$ cat src/rtl/riscv_pkg.sv
// riscv_pkg: shared RV32I opcodes, ALU ops, control bit indices and immediate formats
package riscv_pkg;
  localparam logic [6:0] OPC_LUI    = 7'b0110111;
  localparam logic [6:0] OPC_AUIPC  = 7'b0010111;
  localparam logic [6:0] OPC_JAL    = 7'b1101111;
  localparam logic [6:0] OPC_JALR   = 7'b1100111;
  localparam logic [6:0] OPC_BRANCH = 7'b1100011;
  localparam logic [6:0] OPC_LOAD   = 7'b0000011;
  localparam logic [6:0] OPC_STORE  = 7'b0100011;
  localparam logic [6:0] OPC_OP_IMM = 7'b0010011;
  localparam logic [6:0] OPC_OP     = 7'b0110011;
  typedef enum logic [3:0] {
    ALU_ADD, ALU_SUB, ALU_SLL, ALU_SLT, ALU_SLTU, ALU_XOR,
    ALU_SRL, ALU_SRA, ALU_OR, ALU_AND, ALU_PASS_B
  } alu_op_t;
  localparam int CTRL_REG_WRITE   = 0;
  localparam int CTRL_MEM_READ    = 1;
  localparam int CTRL_MEM_WRITE   = 2;
  localparam int CTRL_BRANCH      = 3;
  localparam int CTRL_JUMP        = 4;
  localparam int CTRL_ALU_SRC_IMM = 5;
  localparam int CTRL_ALU_SRC_PC  = 6;
  localparam int CTRL_RESERVED    = 7;
  typedef enum logic [2:0] {IMM_NONE, IMM_I, IMM_S, IMM_B, IMM_U, IMM_J} imm_type_t;
  // alt selects SUB/SRA over ADD/SRL (funct7[5])
  function automatic alu_op_t alu_from_f3(input logic [2:0] f3, input logic alt);
    case (f3)
      3'd0: return alt ? ALU_SUB : ALU_ADD;
      3'd1: return ALU_SLL;
      3'd2: return ALU_SLT;
      3'd3: return ALU_SLTU;
      3'd4: return ALU_XOR;
      3'd5: return alt ? ALU_SRA : ALU_SRL;
      3'd6: return ALU_OR;
      default: return ALU_AND;
    endcase
  endfunction
endpackage

$ cat src/rtl/imm_gen.sv
// imm_gen: combinational RV32I immediate extraction, sign-extended to XLEN
module imm_gen
  import riscv_pkg::*;
#(
  parameter int XLEN = 32
) (
  input  logic [31:0]     instr,
  input  imm_type_t       imm_type,
  output logic [XLEN-1:0] imm
);
  logic [31:0] raw;
  logic        unused;
  assign unused = ^instr[6:0];
  always_comb begin
    raw = '0;
    case (imm_type)
      IMM_I:   raw = {{20{instr[31]}}, instr[31:20]};
      IMM_S:   raw = {{20{instr[31]}}, instr[31:25], instr[11:7]};
      IMM_B:   raw = {{19{instr[31]}}, instr[31], instr[7], instr[30:25], instr[11:8], 1'b0};
      IMM_U:   raw = {instr[31:12], 12'b0};
      IMM_J:   raw = {{11{instr[31]}}, instr[31], instr[19:12], instr[20], instr[30:21], 1'b0};
      default: raw = '0;
    endcase
  end
  assign imm = XLEN'($signed(raw));
endmodule

$ cat src/rtl/id_stage.sv
// id_stage: RV32I decode, writeback bypass, load-use stall and ID/EX pipeline register
module id_stage
  import riscv_pkg::*;
#(
  parameter int XLEN = 32
) (
  input  logic            clk,
  input  logic            rst_n,
  input  logic            if_valid,
  input  logic [31:0]     if_instr,
  input  logic [XLEN-1:0] if_pc,
  output logic            stall_if,
  input  logic            flush,
  output logic [4:0]      rf_addr_rs1,
  output logic [4:0]      rf_addr_rs2,
  input  logic [XLEN-1:0] rf_data_rs1,
  input  logic [XLEN-1:0] rf_data_rs2,
  input  logic            wb_we,
  input  logic [4:0]      wb_rd,
  input  logic [XLEN-1:0] wb_data,
  output logic            ex_valid,
  output logic [XLEN-1:0] ex_pc,
  output logic [XLEN-1:0] ex_rs1_data,
  output logic [XLEN-1:0] ex_rs2_data,
  output logic [XLEN-1:0] ex_imm,
  output logic [4:0]      ex_rs1,
  output logic [4:0]      ex_rs2,
  output logic [4:0]      ex_rd,
  output logic [3:0]      ex_alu_op,
  output logic [7:0]      ex_ctrl,
  output logic            ex_illegal
);
  logic [6:0]      opcode, f7;
  logic [2:0]      f3;
  logic [4:0]      rs1, rs2, rd;
  logic [7:0]      ctrl;
  alu_op_t         alu;
  imm_type_t       imm_type;
  logic            illegal, use_rs1, use_rs2, hazard;
  logic [XLEN-1:0] imm, op1, op2;
  assign opcode = if_instr[6:0];
  assign rd = if_instr[11:7];
  assign f3 = if_instr[14:12];
  assign rs1 = if_instr[19:15];
  assign rs2 = if_instr[24:20];
  assign f7 = if_instr[31:25];
  assign rf_addr_rs1 = rs1;
  assign rf_addr_rs2 = rs2;
  always_comb begin
    ctrl = '0;
    alu = ALU_ADD;
    imm_type = IMM_NONE;
    illegal = 1'b0;
    use_rs1 = 1'b0;
    use_rs2 = 1'b0;
    case (opcode)
      OPC_LUI: begin
        ctrl[CTRL_REG_WRITE] = 1'b1;
        ctrl[CTRL_ALU_SRC_IMM] = 1'b1;
        alu = ALU_PASS_B;
        imm_type = IMM_U;
      end
      OPC_AUIPC: begin
        ctrl[CTRL_REG_WRITE] = 1'b1;
        ctrl[CTRL_ALU_SRC_IMM] = 1'b1;
        ctrl[CTRL_ALU_SRC_PC] = 1'b1;
        imm_type = IMM_U;
      end
      OPC_JAL: begin
        ctrl[CTRL_REG_WRITE] = 1'b1;
        ctrl[CTRL_JUMP] = 1'b1;
        ctrl[CTRL_ALU_SRC_IMM] = 1'b1;
        ctrl[CTRL_ALU_SRC_PC] = 1'b1;
        imm_type = IMM_J;
      end
      OPC_JALR: begin
        ctrl[CTRL_REG_WRITE] = 1'b1;
        ctrl[CTRL_JUMP] = 1'b1;
        ctrl[CTRL_ALU_SRC_IMM] = 1'b1;
        imm_type = IMM_I;
        use_rs1 = 1'b1;
        illegal = f3 != 3'd0;
      end
      OPC_BRANCH: begin
        ctrl[CTRL_BRANCH] = 1'b1;
        alu = f3[2] ? (f3[1] ? ALU_SLTU : ALU_SLT) : ALU_SUB;
        imm_type = IMM_B;
        use_rs1 = 1'b1;
        use_rs2 = 1'b1;
        illegal = f3[2:1] == 2'b01;
      end
      OPC_LOAD: begin
        ctrl[CTRL_REG_WRITE] = 1'b1;
        ctrl[CTRL_MEM_READ] = 1'b1;
        ctrl[CTRL_ALU_SRC_IMM] = 1'b1;
        imm_type = IMM_I;
        use_rs1 = 1'b1;
        illegal = f3 == 3'd3 || f3[2:1] == 2'b11;
      end
      OPC_STORE: begin
        ctrl[CTRL_MEM_WRITE] = 1'b1;
        ctrl[CTRL_ALU_SRC_IMM] = 1'b1;
        imm_type = IMM_S;
        use_rs1 = 1'b1;
        use_rs2 = 1'b1;
        illegal = f3[2] || f3 == 3'd3;
      end
      OPC_OP_IMM: begin
        ctrl[CTRL_REG_WRITE] = 1'b1;
        ctrl[CTRL_ALU_SRC_IMM] = 1'b1;
        alu = alu_from_f3(f3, f3 == 3'd5 && f7[5]);
        imm_type = IMM_I;
        use_rs1 = 1'b1;
        illegal = (f3 == 3'd1 && f7 != 7'h00) || (f3 == 3'd5 && f7 != 7'h00 && f7 != 7'h20);
      end
      OPC_OP: begin
        ctrl[CTRL_REG_WRITE] = 1'b1;
        alu = alu_from_f3(f3, f7[5]);
        use_rs1 = 1'b1;
        use_rs2 = 1'b1;
        illegal = !(f7 == 7'h00 || (f7 == 7'h20 && (f3 == 3'd0 || f3 == 3'd5)));
      end
      default: illegal = 1'b1;
    endcase
    if (illegal) begin
      ctrl = '0;
      use_rs1 = 1'b0;
      use_rs2 = 1'b0;
    end
  end
  imm_gen #(.XLEN(XLEN)) u_imm_gen (.instr(if_instr), .imm_type(imm_type), .imm(imm));
  // x0 reads as zero even if a stray writeback targets it
  assign op1 = rs1 == 5'd0 ? '0 : (wb_we && wb_rd == rs1) ? wb_data : rf_data_rs1;
  assign op2 = rs2 == 5'd0 ? '0 : (wb_we && wb_rd == rs2) ? wb_data : rf_data_rs2;
  assign hazard = if_valid && ex_valid && ex_ctrl[CTRL_MEM_READ] && ex_rd != 5'd0 &&
                  ((use_rs1 && ex_rd == rs1) || (use_rs2 && ex_rd == rs2));
  assign stall_if = hazard && !flush;
  always_ff @(posedge clk or negedge rst_n) begin
    if (!rst_n) begin
      ex_valid <= 1'b0;
      ex_pc <= '0;
      ex_rs1_data <= '0;
      ex_rs2_data <= '0;
      ex_imm <= '0;
      ex_rs1 <= '0;
      ex_rs2 <= '0;
      ex_rd <= '0;
      ex_alu_op <= '0;
      ex_ctrl <= '0;
      ex_illegal <= 1'b0;
    end else if (if_valid && !hazard && !flush) begin
      ex_valid <= 1'b1;
      ex_pc <= if_pc;
      ex_rs1_data <= op1;
      ex_rs2_data <= op2;
      ex_imm <= imm;
      ex_rs1 <= rs1;
      ex_rs2 <= rs2;
      ex_rd <= rd;
      ex_alu_op <= alu;
      ex_ctrl <= ctrl;
      ex_illegal <= illegal;
    end else begin
      ex_valid <= 1'b0;
      ex_ctrl <= '0;
      ex_illegal <= 1'b0;
    end
  end
endmodule
$ cat config.mk
export PLATFORM = sky130hd
export DESIGN_NAME = id_stage
export DESIGN_NICKNAME = d
export VERILOG_FILES = /design/src/rtl/riscv_pkg.sv /design/src/rtl/imm_gen.sv /design/src/rtl/id_stage.sv
export SDC_FILE = /design/constraint.sdc
export NUM_CORES = 1
export LEC_CHECK = 0
export BUFFER_PORTS_ARGS = -buffer_cell sky130_fd_sc_hd__buf_2
export CAP_MARGIN = 20
export CORE_MARGIN = 5
export CORE_UTILIZATION = 52
export CTS_CLUSTER_SIZE = 25
export DETAILED_ROUTE_END_ITERATION = 12
export GPL_TIMING_DRIVEN = 1
export PLACE_DENSITY = 0.9
export SETUP_SLACK_MARGIN = 0.02
export SKIP_CTS_REPAIR_TIMING = 1
export SYNTH_ARGS = -nofsm -noshare
export SYNTH_HDL_FRONTEND = slang
export SYNTH_SLANG_ARGS = --single-unit
$ cat constraint.sdc
create_clock -name clk -period 8.76 [get_ports clk]
set_input_delay 2.628 -clock clk [delete_from_list [all_inputs] [get_ports clk]]
set_output_delay 2.628 -clock clk [all_outputs]
set_load 0.02 [all_outputs]
Yosys cells after proc, flatten, opt, wreduce, memory -nomap -nowiden
Index checks and enable logic that the tools add are counted.
{ "totals": {"reg_bits": 157} }
{ "op_classes": {"eq_ne": 28, "n_mux": 31, "reduce_logical": 41} }
{ "op_table": {"columns": ["op", "count"], "rows": [
  ["$pmux W32 S5", 1],
  ["$mux W32", 4],
  ["$pmux W4 S7", 2],
  ["$eq A7 B6 Y1 const B", 4],
  ["$eq A7 B7 Y1 const B", 3],
  ["$eq A5 B5 Y1", 4],
  ["$mux W1", 17],
  ["$logic_and A1 B1 Y1", 16],
  ["$pmux W4 S4", 1],
  ["$eq A3 B3 Y1 const B", 5],
  ["$pmux W3 S5", 1],
  ["$eq A7 B5 Y1 const B", 2],
  ["$reduce_or A7 Y1", 2],
  ["$eq A3 B2 Y1 const B", 4],
  ["$logic_not A5 Y1", 2],
  ["$reduce_or A3 Y1", 3],
  ["$mux W8", 1],
  ["$eq A7 B2 Y1 const B", 1],
  ["$logic_not A7 Y1", 1],
  ["$mux W7", 1],
  ["$ne A7 B6 Y1 const B", 1],
  ["$pmux W1 S7", 1],
  ["$reduce_bool A7 Y1", 1],
  ["$eq A3 B1 Y1 const B", 2],
  ["other kinds (10)", 20]
]} }

Depth between registers and ports, before layout
{ "logic_depth": {"ltp_word": 14, "depth_mapped": 10} }

By module
Synthesis repeated with hierarchy kept, for this count alone.
{ "unflattened": {"hier_cells": 605, "area_unflattened_um2": 7793.7} }
{ "modules_own_cells": {"columns": ["module", "instances", "cells_per_inst", "area_per_inst_um2", "seq_area_each_um2"], "rows": [
  ["id_stage", 1, 535, 7262.0, 3903.7],
  ["imm_gen", 1, 70, 531.8, 0.0]
]} }

Worst setup path after synthesis
No wires, ideal clock.
{ "synth_path": {"kind": "input to output", "start": "input if_instr[2]", "end": "output stall_if", "arrival_time_ps": 4047, "t_required_ps": 6132, "path_slack_ps": 2085, "path_stages": 6, "path_buffers": 2, "path_cell_list": "buf_2 -> nand4bb_1 -> buf_2 -> nor4_1 -> o21ai_1 -> nor3_1"} }
{ "synth_via": {"elab_chain_len": 8, "word_cells_on_any_way": 22, "cone_classes": "9 x eq/ne; 5 x mux; 8 x reduce/logical"} }
{ "synth_lines": {"columns": ["element", "line_no", "rtl"], "rows": [
  ["start: declaration", "id_stage.sv:10", "input logic [31:0] if_instr,"],
  ["$eq A7 B7 Y1, or another cell as far along", "id_stage.sv:56", "case (opcode)"],
  ["$reduce_or A3 Y1 (no line) or $reduce_or A6 Y1 (tied branches)", null, null],
  ["$pmux W1 S7 or $mux W1 (tied branches)", "id_stage.sv:56", null],
  ["$mux W1", "id_stage.sv:125", "if (illegal) begin"],
  ["$logic_and A1 B1 Y1", "id_stage.sv:136", "((use_rs1 && ex_rd == rs1) || (use_rs2 && ex_rd == rs2));"],
  ["$logic_or A1 B1 Y1 (*)", "id_stage.sv:136", null],
  ["$logic_and A1 B1 Y1 (*)", "id_stage.sv:135", "assign hazard = if_valid && ex_valid && ex_ctrl[CTRL_MEM_READ] && ex_rd != 5'd0 &&"],
  ["$logic_and A1 B1 Y1 (*)", "id_stage.sv:137", "assign stall_if = hazard && !flush;"],
  ["end: declaration", "id_stage.sv:12", "output logic stall_if,"]
]} }
Mark *: on every way between the ends. The rest lies on a longest branch, timed or not.

Worst setup path after layout
Ends and elaborated chain as after synthesis.

==> impl_metrics.env <==
export IMPL_vias=6289
export IMPL_ys_flop_type="dfrtp_1"
export IMPL_clk_insertion_delay_late_ps=420
export IMPL_power_density_nw_per_um2=209
export IMPL_synth_simple_area_share_pct=5.49
export IMPL_htree_levels=4
export IMPL_p_int_uw=1480
export IMPL_dieArea_sq_um=17200
export IMPL_grt_max_degree=83
export IMPL_end_kind="output pin"
export IMPL_dpl_cell_count=1088
export IMPL_grt_pass1_vias=6543
export IMPL_grtUsageTotal_pct=27.4
export IMPL_hold_path_class="flip-flop to flip-flop"
export IMPL_die_h_microns=131
export IMPL_grt_remaining_overflow=0
export IMPL_synth_seq_cells=156
export IMPL_rsz0062_at_grt="false"
export IMPL_synth_most_common_cell="dfrtp_1"
export IMPL_finalCritPeriodShare_pct=81.5
export IMPL_n_fill_cell=1074
export IMPL_synth_enable_flop_cells=0
export IMPL_power_switching_uw=596
export IMPL_hpwl_microns=18100
export IMPL_fin_tns_setup_ps=0
export IMPL_status="finished clean"
export IMPL_clk_pin_slew_worst_paths_ps=60
export IMPL_finalMaxSlewViolations=0
export IMPL_synthXorXnorAreaFrac_pct=2.40
export IMPL_area_delta_synth_final_pct=29.8
export IMPL_vdd_ir_drop_max_mv=0.149
export IMPL_rows=44
export IMPL_ys_types=52
export IMPL_finalClockSkew_ps=7.08
export IMPL_fin_cells=1120
export IMPL_clockBufferDepth=2
export IMPL_cts_root_buffer_cell="clkbuf_16"
export IMPL_setup_violations=0
export IMPL_relSlewSlack_pct=27.1
export IMPL_p_seq_share_pct=40.7
export IMPL_drtIter0Drc=422
export IMPL_path_max_fanout=9
export IMPL_grt_pass1_wl_microns=37700
export IMPL_cts_made_buffers=17
export IMPL_yosys_mux_area_fraction_pct=22.4
export IMPL_start_kind="input port"
export IMPL_synth_compound_area_share_pct=12.7
export IMPL_routedWlPerCell_microns=21.5
export IMPL_ant_nets=0
export IMPL_ys_async_sr_fraction_pct=100
export IMPL_synthAdderAreaFrac_pct=0
export IMPL_io_pins=338
export IMPL_port_buffers=336
export IMPL_place_congestion=0.883
export IMPL_path_class="input port to output pin"
export IMPL_p_leak_uw=0.00481
export IMPL_crit_arrival_ps=4510
export IMPL_seq_area_frac_synth_pct=51.0
export IMPL_worstPathRequired_ps=6130
export IMPL_whs_ps=481
export IMPL_min_period_ps=7140
export IMPL_avgSynthCellArea_sq_um=12.4
export IMPL_drc=0
export IMPL_wirelength_microns=24100
export IMPL_multiInputGateArea_sq_um=3300
export IMPL_synth_common_cells="dfrtp_1, mux2i_1, o2bb2ai_1"
export IMPL_synth_top_family_by_area="multiplexers"
export IMPL_worstMarginPinSlew_ps=1090
export IMPL_syn_inst=619
export IMPL_final_seq_area_sq_um=3900
export IMPL_antenna_found_initial=1
export IMPL_cts_tree="built"
export IMPL_max_freq_ghz=0.140
export IMPL_drive_gt1_share_pct=45.6
export IMPL_synth_top_cells_by_area="dfrtp_1, mux2i_1, mux2_4"
export IMPL_drv_cap=0
export IMPL_fp_dieW_microns=131
export IMPL_yosysTopAreaCell="dfrtp_1"
export IMPL_dr_pass1_iters=5
export IMPL_hold_viol_final=0
export IMPL_p_clk_share_pct=39.0
export IMPL_yosys_warnings=0
export IMPL_comb_power_share_pct=20.3
export IMPL_synth_top_area_share_pct=51.0
export IMPL_p_sw_share_pct=28.6
export IMPL_numClockSinks=156
export IMPL_vias_per_cell=5.62
export IMPL_synth_nets=789
export IMPL_coreArea_sq_um=14500
export IMPL_start_util_pct=52.9
export IMPL_fin_nets=1093
export IMPL_netlist_area_sq_um=7650
==> cells by family (layout without fill, tap and decap cells) <==
group                  count (synthesis)  count (layout)
AND/OR/NAND/NOR                       83              83
other                                  1               2
multiplexers                         148             148
flip-flops                           156             156
buffers and inverters                 87             403
XOR/XNOR                              21              21
AO/OA/AOI/OAI                        123             123
==> final cells by class <==
type	count	share of cell area (%)
Clock inverter	13	2.14
Multi-Input combinational cell	376	33.2
Sequential cell	156	39.3
Antenna cell	1	0.0252
Timing Repair Buffer	341	17.4
Tap cell	184	2.32
Clock buffer	18	4.42
Inverter	31	1.20
==> layer usage <==
layer	GRT usage [%]	share of wire [%]	up-vias
met5	0	0	-
met4	7.71	1.9	0
met3	6.38	6.5	31
met2	47.9	52	282
met1	33.9	40	3136
li1	-	-	2840
==> power by group through the flow <==
stage	Clock [uW]	Sequential, uW	Combinational (uW)
6_report	811	847	422
3_3_place_gp	0	852	415
2_1_floorplan	0	948	152
3_5_place_dp	0	856	425
5_1_grt	853	856	450
4_1_cts	824	846	426
==> flip-flops by register name (all words and copies together), names as in the netlist <==
register / count
ex_imm: 32
ex_pc: 32
ex_rs1_data: 32
ex_rs2_data: 32
ex_ctrl: 7
ex_rd: 5
ex_rs1: 5
ex_rs2: 5
ex_alu_op: 4
ex_illegal: 1
ex_valid: 1
==> cells in the final DEF (no fill, tap or decap), types with 3 or more instances in the layout <==
cell type   netlist  routed
o211ai_1          3       3
o21ai_1           3       3
mux2_2            5       5
nor4_1            4       4
clkbuf_16         0      17
clkinvlp_4        0       3
xor2_1           13      13
nor2b_1           6       6
bufinv_16         0       5
nand3_1           6       6
buf_2             7     335
o21ai_0           7       7
dfrtp_1         156     156
xnor2_1           8       8
inv_6             0       3
mux2_1           10      10
nor3_1            9       9
mux2_4           43      43
a21oi_1          21      21
buf_4            20       5
mux2i_1          90      90
inv_1            30      30
a22o_1            5       5
nand2_1          21      21
nor2_1           19      19
o2bb2ai_1        64      64
==> final timing paths <==
check	from	to	slack, ps	depth (start not counted)
max	if_instr[2]	stall_if	1620	7
min	ex_rs2_data[8]	ex_rs2_data[8]	480	1
max reg2reg	ex_rd[1]	ex_pc[11]	5800	8
min reg2reg	ex_rs2_data[8]	ex_rs2_data[8]	480	1
max in group asynchronous	rst_n	ex_rs2_data[29]	5070	2
min in group asynchronous	rst_n	ex_imm[25]	2240	1
==> critical path: stages <==
cell and delay, ps:
buf_2 150, nand4bb_1 400, nor2b_1 460, o221ai_1 340
o311ai_4 210, nor3_1 120, buf_2 190
==> per-stage QoR <==
| stage | instance area [sq um] | setup slack [ps] | utilization [%] | power, uW |
|---|---|---|---|---|
| floorplan | 7650 | 2090 | - | 1100 |
| detailed placement | 9280 | 1690 | 64.1 | 1280 |
| global route | 9930 | 1560 | 68.6 | 2160 |
| CTS | 9930 | 1660 | 68.6 | 2100 |
| finish | 9930 | 1620 | 68.6 | 2080 |
| global placement | 9280 | 1750 | 64.1 | 1270 |
No activity file was read; power rests on OpenSTA's default activity.
